$ cat src/rtl/id_issue_ctrl.sv
// id_issue_ctrl: decode-stage issue control.
// Holds a register scoreboard for RAW/WAW/fence interlocks. A small FSM
// blocks issue while a branch or jump is unresolved, and raises a
// one-cycle flush after a taken redirect.
// Optional feature: define ID_WB_BYPASS_EN so that a source register being
// retired by writeback in the same cycle does not stall.
//
// Handshake: ID presents an instruction with id_valid. It is consumed on a
// cycle where issue_valid=1. id_ready=1 means ID may advance this cycle,
// either because the instruction issues or because ID holds nothing while
// the controller is in RUN. Writeback (wb_valid/wb_addr) and branch
// resolution (ex_resolve/ex_taken) are single-cycle pulses with no
// back-pressure.
module id_issue_ctrl (
  input  logic       clk,
  input  logic       rst_n,
  input  logic       id_valid,
  input  logic       rs1_r_ena,
  input  logic [4:0] rs1_r_addr,
  input  logic       rs2_r_ena,
  input  logic [4:0] rs2_r_addr,
  input  logic       rd_w_ena,
  input  logic [4:0] rd_w_addr,
  input  logic       is_bj,
  input  logic       is_fence,
  input  logic       wb_valid,
  input  logic [4:0] wb_addr,
  input  logic       ex_resolve,
  input  logic       ex_taken,
  output logic       id_ready,
  output logic       issue_valid,
  output logic       flush,
  output logic       sb_busy,
  output logic       stall_raw,
  output logic [1:0] dbg_state
);

  localparam logic [1:0] RUN     = 2'd0;
  localparam logic [1:0] BR_WAIT = 2'd1;
  localparam logic [1:0] FLUSH   = 2'd2;

  logic [1:0]  state;
  logic [1:0]  state_nxt;
  logic [31:1] pending;
  logic [31:1] pending_nxt;
  logic [31:0] pend_ext;
  logic [31:1] set_vec;
  logic [31:1] clr_vec;
  logic        wb_hit_rs1;
  logic        wb_hit_rs2;
  logic        haz_rs1;
  logic        haz_rs2;
  logic        waw;
  logic        fence_block;
  logic        in_run;

  // x0 appears as a constant-zero bit so that lookups of x0 never hazard.
  assign pend_ext = {pending, 1'b0};
  assign in_run   = (state == RUN);

  assign wb_hit_rs1 = wb_valid && (wb_addr == rs1_r_addr);
  assign wb_hit_rs2 = wb_valid && (wb_addr == rs2_r_addr);

  // Source hazards; the writeback match only forgives them in bypass builds.
  always_comb begin
`ifdef ID_WB_BYPASS_EN
    haz_rs1 = rs1_r_ena && pend_ext[rs1_r_addr] && !wb_hit_rs1;
    haz_rs2 = rs2_r_ena && pend_ext[rs2_r_addr] && !wb_hit_rs2;
`else
    haz_rs1 = rs1_r_ena && pend_ext[rs1_r_addr];
    haz_rs2 = rs2_r_ena && pend_ext[rs2_r_addr];
`endif
  end

  assign waw = rd_w_ena && (rd_w_addr != 5'd0) && pend_ext[rd_w_addr]
               && !(wb_valid && (wb_addr == rd_w_addr));
  assign fence_block = is_fence && (pending != '0);

  assign issue_valid = id_valid && in_run && !haz_rs1 && !haz_rs2
                       && !waw && !fence_block;
  assign id_ready    = issue_valid || (!id_valid && in_run);
  assign stall_raw   = id_valid && in_run && (haz_rs1 || haz_rs2);
  assign flush       = (state == FLUSH);
  assign sb_busy     = |pending;
  assign dbg_state   = state;

  // Per-register set and clear strobes. The set is applied last so that it
  // wins over a same-cycle clear of the same register.
  always_comb begin
    set_vec = '0;
    clr_vec = '0;
    for (int i = 1; i < 32; i++) begin
      set_vec[i] = issue_valid && rd_w_ena && (rd_w_addr == 5'(i));
      clr_vec[i] = wb_valid && (wb_addr == 5'(i));
    end
    pending_nxt = (pending & ~clr_vec) | set_vec;
  end

  // Branch FSM: wait for resolution after a branch/jump issues.
  always_comb begin
    state_nxt = state;
    case (state)
      RUN:     if (issue_valid && is_bj) state_nxt = BR_WAIT;
      BR_WAIT: if (ex_resolve) state_nxt = ex_taken ? FLUSH : RUN;
      FLUSH:   state_nxt = RUN;
      default: state_nxt = RUN;
    endcase
  end

  // State and scoreboard registers.
  always_ff @(posedge clk or negedge rst_n) begin
    if (!rst_n) begin
      state   <= RUN;
      pending <= '0;
    end else begin
      state   <= state_nxt;
      pending <= pending_nxt;
    end
  end

endmodule

$ cat config.mk
export PLATFORM = sky130hd
export DESIGN_NAME = id_issue_ctrl
export DESIGN_NICKNAME = d
export VERILOG_FILES = /design/src/rtl/id_issue_ctrl.sv
export SDC_FILE = /design/constraint.sdc
export NUM_CORES = 1
export LEC_CHECK = 0
export CAP_MARGIN = 5
export CORE_ASPECT_RATIO = 0.6
export CORE_MARGIN = 5
export CORE_UTILIZATION = 45
export CTS_CLUSTER_DIAMETER = 30
export DETAILED_ROUTE_END_ITERATION = 16
export PLACE_DENSITY = 0.77
export SYNTH_ARGS = -nofsm -noshare
export SYNTH_HDL_FRONTEND = slang
export SYNTH_SLANG_ARGS = --single-unit
$ cat constraint.sdc
create_clock -name clk -period 6.3 [get_ports clk]
set_input_delay 0.945 -clock clk [delete_from_list [all_inputs] [get_ports clk]]
set_output_delay 0.945 -clock clk [all_outputs]
set_load 0.01 [all_outputs]
==> results.json <==
{
  "synth-main-ff-cell": "dfrtp_1",
  "cts-htree-levels": 2,
  "max_freq_mhz": 189,
  "grt_usage": 0.224,
  "dr_total_vias": 2310,
  "io_pins": 38,
  "first_global_vias": 2231,
  "cts.path.max_buffers": 2,
  "drive_gt1_frac": 0.158,
  "crit_type": "input port to output pin",
  "ctsHoldBuffers": 0,
  "multi_input_area_um2": 1560,
  "die_h_um": 67.6,
  "p_clk_frac": 0.229,
  "core_area_um2": 5470,
  "fin_nets": 296,
  "min_path_type": "register to register",
  "arrival_ns": 4.35,
  "cts_root_buffer": "clkbuf_8",
  "start_util": 0.455,
  "power_leakage_uw": 0.00111,
  "cp.buffers_inverters": 2,
  "crit_slowest_cell": "clkdlybuf4s50_1",
  "path_cells": "clkdlybuf4s50_1, mux4_2, mux4_2, mux2_2, a32o_1, nand3b_4, o31ai_1, clkdlybuf4s50_1",
  "routed_wl_mm": 7.69,
  "antennaDiodeCount": 0,
  "cp_max_fo": 19,
  "max-slew-margin-rel": 0.570,
  "synth_edf_count": 0,
  "p_int_uw": 442,
  "fillers": 496,
  "wire_per_inst_um": 23.0,
  "drcViolationCount": 0,
  "synth-simple-area-share": 0.159,
  "worstSetupEndpointType": "output pin",
  "gp_congestion": 0.968,
  "power_switching_share": 0.348,
  "firstDrtPassIters": 5,
  "cts.clk_slew.worst_paths_ns": 0.07,
  "startpoint_type": "input port",
  "ir_worst_vdd_uv": 125,
  "synth.distinct_cells": 38,
  "avgViaCountPerCell": 6.90,
  "syn_area_per_cell_um2": 10.5,
  "setup-violations-final": 0,
  "worstSkewPairLatency_ns": 0.29,
  "syn_nets": 268,
  "cts_tree": "done",
  "synth_mux_area_frac": 0.248,
  "async_reset_ff_frac": 1.00,
  "yosys_warnings": 0,
  "power.density_nw_per_um2": 231,
  "io_buffers": 37,
  "worst_pin_slew_ns": 0.643,
  "fp-row-count": 21,
  "drv_cap": 0,
  "max_stage_delay_ns": 0.83,
  "rsz0062_at_grt": "no",
  "outcome": "finished, final reports clean",
  "grt_max_degree": 34,
  "final_cell_mix": "clkdlybuf4s50_1 (37), dfrtp_1 (33), o21ai_0 (31)",
  "grt_busiest_layer": "met1",
  "postCtsSetupBuffers": 0,
  "cts_made_buffers": 5,
  "die_width_um": 106,
  "syn_to_final_growth_pct": 18.4,
  "cts-resized-gates": 0,
  "p_switching_uw": 237,
  "synth_fa_ha_area_frac": 0,
  "ys_ff_latch": 33,
  "synth-xor-area-share": 0.0176,
  "hold_slack_ns": 0.615,
  "period_share": 0.841,
  "drv_slew": 0,
  "path_delay_family": "buffers and inverters",
  "design.die.area_um2": 7170,
  "hold_viol_final": 0,
  "layout_commonest_cell": "clkdlybuf4s50_1",
  "syn_inst": 237,
  "hpwl_mm": 5.57,
  "required_ns": 5.35,
  "synth_compound_area_frac": 0.202,
  "gr-usage-met1": 0.339,
  "grt_pass1_wl_mm": 12.2,
  "fin_worst_skew_ns": 0.00442,
  "syn-cell-area_um2": 2490,
  "pwr-share-comb": 0.329,
  "seq_power_share": 0.443,
  "regArea_um2": 826,
  "grt_use_met3": 0.0735,
  "use_met2": 0.306,
  "clock_sinks": 33,
  "synth_top_family_by_area": "multiplexers",
  "period_needed_ns": 5.30,
  "drtAntennaViolNets": 0,
  "ys_seq_area_frac": 0.332,
  "overflow": 0,
  "antenna_found_initial": 0,
  "drt_iter0_drc": 202,
  "setup_tns_ns": 0
}
-- cells in the mapped netlist, drive strengths merged, types with 2 or more instances --
| master | n | area share |
|---|---|---|
| nand4b | 2 | 0.0070 |
| mux2i | 10 | 0.040 |
| nand4 | 4 | 0.010 |
| nor2b | 8 | 0.020 |
| dfrtp | 33 | 0.33 |
| clkbuf | 11 | 0.017 |
| o311ai | 2 | 0.0070 |
| xor2 | 4 | 0.014 |
| buf | 7 | 0.022 |
| or2 | 4 | 0.010 |
| nor2 | 6 | 0.0090 |
| nand3 | 8 | 0.016 |
| o21ai | 31 | 0.062 |
| nand2 | 15 | 0.023 |
| o22ai | 2 | 0.0050 |
| nand3b | 4 | 0.017 |
| inv | 2 | 0.0030 |
| mux4 | 20 | 0.18 |
| nand2b | 7 | 0.018 |
| o31ai | 33 | 0.11 |
| mux2 | 6 | 0.027 |
| nor4 | 8 | 0.020 |
-- metrics by stage --
step | std cells | area, µm² | worst slack [ns] | total power (µW) | util
floorplan | 237 | 2490 | 2.33 | 433 | -
global placement | 327 | 2870 | 1.08 | 514 | 0.524
detailed placement | 327 | 2870 | 1.01 | 520 | 0.524
CTS | 335 | 2950 | 1.00 | 674 | 0.539
global route | 335 | 2950 | 0.871 | 711 | 0.539
finish | 335 | 2950 | 1.00 | 679 | 0.539
-- per-layer routing --
metal  wire length, µm  vias to the layer above
li1                  -                     1002
met1              3420                     1126
met2              3170                      175
met3              1050                        7
met4                58                        0
met5                 0                        -
-- path summary, 6_finish.rpt --
| path | from | end | slack (ns) | depth (start not counted) |
|---|---|---|---|---|
| max | rs1_r_addr[1] | id_ready | 1.00 | 8 |
| min | dbg_state[0] | dbg_state[1] | 0.61 | 2 |
| max reg2reg | pending[22] | pending[10] | 3.41 | 7 |
| min reg2reg | dbg_state[0] | dbg_state[1] | 0.61 | 2 |
| max in group asynchronous | rst_n | pending[18] | 4.91 | 2 |
| min in group asynchronous | rst_n | dbg_state[0] | 1.08 | 2 |
-- flip-flops by register name, summed over array words and instances, names as in the netlist --
signal	flops
pending	31
dbg_state	2
-- worst reg2reg max path, cell delays in order (launching register included) --
cell and delay [ns]:
dfrtp_1 0.46, mux4_2 0.49, mux4_2 0.46, mux2_2 0.27, a32o_1 0.21, nand3b_4 0.32
buf_4 0.31, o31ai_1 0.27
-- layout make-up --
cell class / instances / area share
inverter: 2 / 0.00255
sequential: 33 / 0.280
multi-input combinational: 184 / 0.530
tap: 69 / 0.0293
timing repair buffer: 39 / 0.131
clock buffer: 8 / 0.0272
-- power groups by stage --
stage	combinational [µW]	clock [µW]	sequential, µW
floorplan	158	0	275
finish	223	155	300
detailed placement	221	0	299
global route	244	166	302
CTS	222	157	295
global placement	216	0	298
-- logic make-up (layout without fill, tap and decap cells) --
kind of cell / count (synthesis) / after routing
AO/OA/AOI/OAI: 74 / 74
AND/OR/NAND/NOR: 69 / 69
multiplexers: 36 / 36
flip-flops: 33 / 33
buffers and inverters: 20 / 49
XOR/XNOR: 5 / 5
Note: power is estimated with default switching activity, not from simulation.
